===== config.mk =====
export PLATFORM = sky130hd
export DESIGN_NAME = debounce_ce_gen
export DESIGN_NICKNAME = d
export VERILOG_FILES = /design/src/rtl/debounce_ce_gen.sv
export SDC_FILE = /design/constraint.sdc
export NUM_CORES = 1
export LEC_CHECK = 0
export CORE_MARGIN = 3
export CORE_UTILIZATION = 40
export DETAILED_ROUTE_END_ITERATION = 8
export PLACE_DENSITY_LB_ADDON = 0.2
export SYNTH_ARGS = -nofsm -noshare
export SYNTH_HDL_FRONTEND = slang
export SYNTH_SLANG_ARGS = --single-unit

===== constraint.sdc =====
create_clock -name Clk -period 3.73 [get_ports Clk]
set_input_delay 0.746 -clock Clk [delete_from_list [all_inputs] [get_ports Clk]]
set_output_delay 0.746 -clock Clk [all_outputs]
set_load 0.05 [all_outputs]

===== src/rtl/debounce_ce_gen.sv =====
// Synchronises and debounces a raw switch level, then drives a downstream flop's D and ce.
// Define DEBOUNCE_RISE_ONLY_EN to pulse ce only on accepted 0->1 changes.
module debounce_ce_gen #(
    parameter int SYNC_STAGES     = 2,
    parameter int DEBOUNCE_CYCLES = 16
) (
    input  logic Clk,
    input  logic reset,
    input  logic raw_in,
    input  logic enable,
    output logic D,
    output logic ce,
    output logic rise,
    output logic fall,
    output logic busy
);

    localparam int CNT_W = $clog2(DEBOUNCE_CYCLES + 1);

    localparam logic [0:0] ST_STABLE = 1'b0;
    localparam logic [0:0] ST_COUNT  = 1'b1;

    localparam logic [CNT_W-1:0] CNT_ONE  = CNT_W'(1);
    localparam logic [CNT_W-1:0] CNT_LAST = CNT_W'(DEBOUNCE_CYCLES - 1);

    logic [SYNC_STAGES-1:0] sync_q;
    logic                   sync_out;

    logic [0:0]       state_q, state_d;
    logic [CNT_W-1:0] cnt_q, cnt_d;
    logic             d_q, d_d;
    logic             ce_q, ce_d;
    logic             rise_q, rise_d;
    logic             fall_q, fall_d;
    logic             accept;

    // The synchroniser runs every cycle regardless of enable so it never holds a stale sample.
    // NOTE: sequential state always uses <= so every flop samples pre-edge values together.
    always_ff @(posedge Clk or negedge reset) begin
        if (!reset) begin
            sync_q <= '0;
        end else begin
            sync_q <= {sync_q[SYNC_STAGES-2:0], raw_in};
        end
    end

    assign sync_out = sync_q[SYNC_STAGES-1];

    // NOTE: every output of this block is defaulted first so no latch can be inferred.
    always_comb begin
        state_d = state_q;
        cnt_d   = cnt_q;
        d_d     = d_q;
        accept  = 1'b0;

        if (enable) begin
            case (state_q)
                ST_STABLE: begin
                    if (sync_out != d_q) begin
                        if (DEBOUNCE_CYCLES == 1) begin
                            accept = 1'b1;
                        end else begin
                            state_d = ST_COUNT;
                            cnt_d   = CNT_ONE;
                        end
                    end
                end
                ST_COUNT: begin
                    if (sync_out == d_q) begin
                        state_d = ST_STABLE;
                        cnt_d   = '0;
                    end else if (cnt_q < CNT_LAST) begin
                        cnt_d = cnt_q + 1'b1;
                    end else begin
                        accept = 1'b1;
                    end
                end
                default: begin
                    state_d = ST_STABLE;
                    cnt_d   = '0;
                end
            endcase
        end

        if (accept) begin
            d_d     = sync_out;
            state_d = ST_STABLE;
            cnt_d   = '0;
        end

        rise_d = accept & sync_out;
        fall_d = accept & ~sync_out;
`ifdef DEBOUNCE_RISE_ONLY_EN
        ce_d = rise_d;
`else
        ce_d = accept;
`endif
    end

    always_ff @(posedge Clk or negedge reset) begin
        if (!reset) begin
            state_q <= ST_STABLE;
            cnt_q   <= '0;
            d_q     <= 1'b0;
            ce_q    <= 1'b0;
            rise_q  <= 1'b0;
            fall_q  <= 1'b0;
        end else begin
            state_q <= state_d;
            cnt_q   <= cnt_d;
            d_q     <= d_d;
            ce_q    <= ce_d;
            rise_q  <= rise_d;
            fall_q  <= fall_d;
        end
    end

    assign D    = d_q;
    assign ce   = ce_q;
    assign rise = rise_q;
    assign fall = fall_q;
    assign busy = (state_q == ST_COUNT);

endmodule

* Word-level counts from Yosys, hierarchy flattened
Cells that the tools add are included.
Operators by class: add/sub/neg operators 1, order comparisons 1, equal/unequal tests 4, multiplexer cells 15, bitwise gates (word level) 4, reductions and logical operators 2
Operators by type and width (number):
- two-way mux 5 bit | 5
- one-hot mux 5 bit (2 select lines) | 1
- two-way mux 1 bit | 8
- adder 5 x 1 -> 5 bit, second input constant | 1
- < comparator 5 x 4 -> 1 bit, second input constant | 1
- != test 4 x 1 -> 1 bit, second input constant | 1
- != test 3 bit, second input constant | 1
- AND reduction 3 bit | 1
- AND 1 bit | 2
- inverter 1 bit | 2
- one-hot mux 1 bit (2 select lines) | 1
- nonzero test 2 bit | 1
- == test 1 bit | 1
- != test 1 bit | 1
Storage, ports and cells: register bits after elaboration 12, input port bits 4, output and inout port bits 5, logic and storage cells 34

* Depth between registers and ports, before layout
depth in word-level cells 7, depth in mapped cells 4, depth with buffers taken out 4

* Worst setup path before layout
OpenSTA, ideal clock, no wires.
path type input to register, start input enable, end register cnt_q[3], setup time 0.121 ns, data arrival time 1.489 ns, data required time 3.609 ns, setup slack 2.120 ns, cell stages on the path 4, buffers on the path 1, cells stage by stage clkbuf_1 nor2b_1 mux2_2 a22o_1
Between the ends: longest elaborated chain between the ends 3, elaborated cells between the ends (all ways) 6, classes of those cells eq/ne: 2; mux: 2; reduce/logical: 2
RTL lines:
- from (decl) | line 10 | input logic enable,
- two-way mux 1 bit | line 56 | if (enable) begin
- != test 4 x 1 -> 1 bit (no line) (tied with other cells)
- AND reduction 3 bit (no line)
- to (signal assigned) | line 110 | cnt_q <= cnt_d;
- to (decl) | line 30 | logic [CNT_W-1:0] cnt_q, cnt_d;
Several ways; a longest one is shown, not always the timed one. A chain may end at the register's enable or synchronous reset.

* Worst setup path after layout
start register d_q (netlist: D), end output D
RTL lines:
- from (decl) | line 31 | logic d_q, d_d;
- from (signal assigned) | line 104 | d_q <= 1'b0;
- from (signal assigned) | line 111 | d_q <= d_d;
- to (decl) | line 11 | output logic D,
No word-level cell between the ends.

==> results.yml <==
grt:
  antenna_found_initial: 0
  grt_pass1_wl_um: 1656
  overflow: 0
  grt_util_all_layers_pct: 12.44
  grt_pass1_vias: 394
  grt_max_degree: 13
clock_network:
  cts_resized: 0
  numCtsBuffers: 3
  h-tree-depth: 1
  cts_hold_buf: 0
  cts_tree: "done"
  cts.sinks: 12
  post-cts-setup-buffers: 0
  clock_latency_ps: 270
  clkTransAtPathRegs_ps: 70
  root_buffer: "clkbuf_4"
  clockBufferDepth: 2
sta:
  worst_hold_slack_ps: 359.9
  timing.setup.tns_ps: 0
  timing.final.crit_share_pct: 61.82
  final.setup_skew_ps: 1.326
  max_slew_margin_pct: 65.41
  max_freq_ghz: 0.4337
  drv_slew: 0
  finalWorstSetupSlack_ps: 1424
  period_needed_ps: 2306
  hold_viol_final: 0
  rsz0062_at_grt: "false"
  setup_viol: 0
  tightestPinTransition_ps: 517.3
logic_synthesis:
  synthCells: 42
  yosysUniqueCellTypes: 23
  synth_area_um2: 534.3
  avgSynthCellArea_um2: 12.72
  synth_warnings: 0
  ys_ff_latch: 12
  yosys.area.top_type_share_pct: 56.21
  yosysSeqAreaShare_pct: 56.21
  syn_nets: 47
  synthTopCellsByArea: "dfrtp_1, mux2_2, a32o_1"
  synth.largest_area_cell: "dfrtp_1"
route:
  postRouteAntennaNets: 0
  route.detailed.drc: 0
  dr.pass1.iters: 5
  via_per_inst: 5.806
  finalWirelength_um: 950
  wire_per_inst_um: 14.18
  drt_iter0_drc: 7
  num_vias: 389
die:
  dieArea_mm2: 0.001810
  die_w_um: 42.55
  core_region_area_mm2: 0.001171
  initial_core_util_pct: 45.62
  die_h_um: 42.55
  pin_count: 9
  fp-row-count: 12
run:
  cap_violations: 0
placement:
  dp_hpwl_um: 685.5
  dp_slack_ps: 1651
  globalplace.congestion: 0.9263
  portBuffers: 8
  dp_cells: 63
  place_area_um2: 628.1
critical_path:
  path_class: "reg -> out"
  path_buf_inv: 1
  critPathSlowestCell: "clkdlybuf4s50_1"
  end_kind: "primary output"
  start_kind: "flop"
  cpPeakStageDelay_ps: 840
  crit_family: "buffers and inverters"
  critPathMaxFanout: 6
  critical_path_required_ps: 2980
  arrival_ps: 1560
  cp_cell_sequence: "clkdlybuf4s50_1"
finish:
  diodes: 0
  layout.nets: 59
  area.growth.synth_to_final_pct: 24.36
  stdcell_area_um2: 664.4
  fin_cells: 67
  drive_above_1_share_pct: 15.09
  fill_cells: 104
  post-route-util_pct: 56.73
min_path:
  hold_class: "reg -> reg"
pwr:
  power_mw: 0.3049
  peakVddDrop_mv: 0.2382
  power_density_mw_per_mm2: 458.9
  p_leak_nw: 0.2964
run_status:
  status: "complete, no violations"
[state kept, by name, summed over array words and instances (netlist names)]
register / count
rise: 1
ce: 1
D: 1
busy: 1
fall: 1
cnt_q: 5
sync_q: 2
[synth_stat cells]
library cell and n:
xnor2_1 1, nor2_1 1, and2_1 1, o21ai_1 1
o211a_1 1, a22o_1 2, a21oi_1 3, ha_1 1
nand3_2 1, mux2_2 2, nor3b_1 2, a41o_1 1
mux2i_1 1, nand2_1 2, clkbuf_1 1, nand4_1 2
xor2_1 1, nor3b_2 1, a32o_1 2, dfrtp_1 12
mux2_1 1, nor2b_1 1, nand3_1 1
[routing by layer]
metal	up-vias	global-route usage [%]	routed length (um)
li1	182	-	-
met1	186	15.05	428
met2	19	17.93	430
met3	2	3.863	69
met4	0	9.938	21
met5	-	0	0
[cells in the final DEF, fill, tap and decap left out, types with 2 or more instances in the layout]
master,instances
dfrtp_1,12
a32o_1,2
nand2_1,2
clkdlybuf4s50_1,8
mux2_2,2
nand4_1,2
nor3b_1,2
a21oi_1,3
clkbuf_4,3
a22o_1,2
[cells by family after synthesis]
kind of cell               count (synthesis)  synth area share, %
AOI/OAI and AO/OA                         10                14.52
xor gates and xnor gates                   2                3.279
adders and majority gates                  1                2.342
buffers and inverters                      1               0.7019
DFF                                       12                56.21
muxes                                      4                8.196
and+or+nand+nor                           12                14.75
[final cells by class]
cell class / instances / area (um^2) / share of cell area (%)
Tap cell: 14 / 17.52 / 2.637
Timing Repair Buffer: 8 / 80.08 / 12.05
Sequential cell: 12 / 300.3 / 45.20
Clock buffer: 4 / 36.28 / 5.461
Multi-Input combinational cell: 29 / 230.2 / 34.65
[report_power, final]
part,internal (mW),leakage (nW),total [mW],switching (mW)
registers,0.141,0.156,0.159,0.0185
logic,0.0220,0.119,0.0419,0.0199
clock network,0.0594,0.0210,0.104,0.0446
[final timing paths]
kind / startpoint / end / slack (ps) / cells after the start
hold / removal: sync_q[0] / sync_q[1] / 360 / 0
hold reg to reg: sync_q[0] / sync_q[1] / 360 / 0
min in group asynchronous: reset / rise / 810 / 1
setup reg to reg: cnt_q[0] / D / 2430 / 3
max in group asynchronous: reset / D / 2580 / 1
setup / recovery: D / D / 1420 / 1
Power figures use the tool's default switching activity.
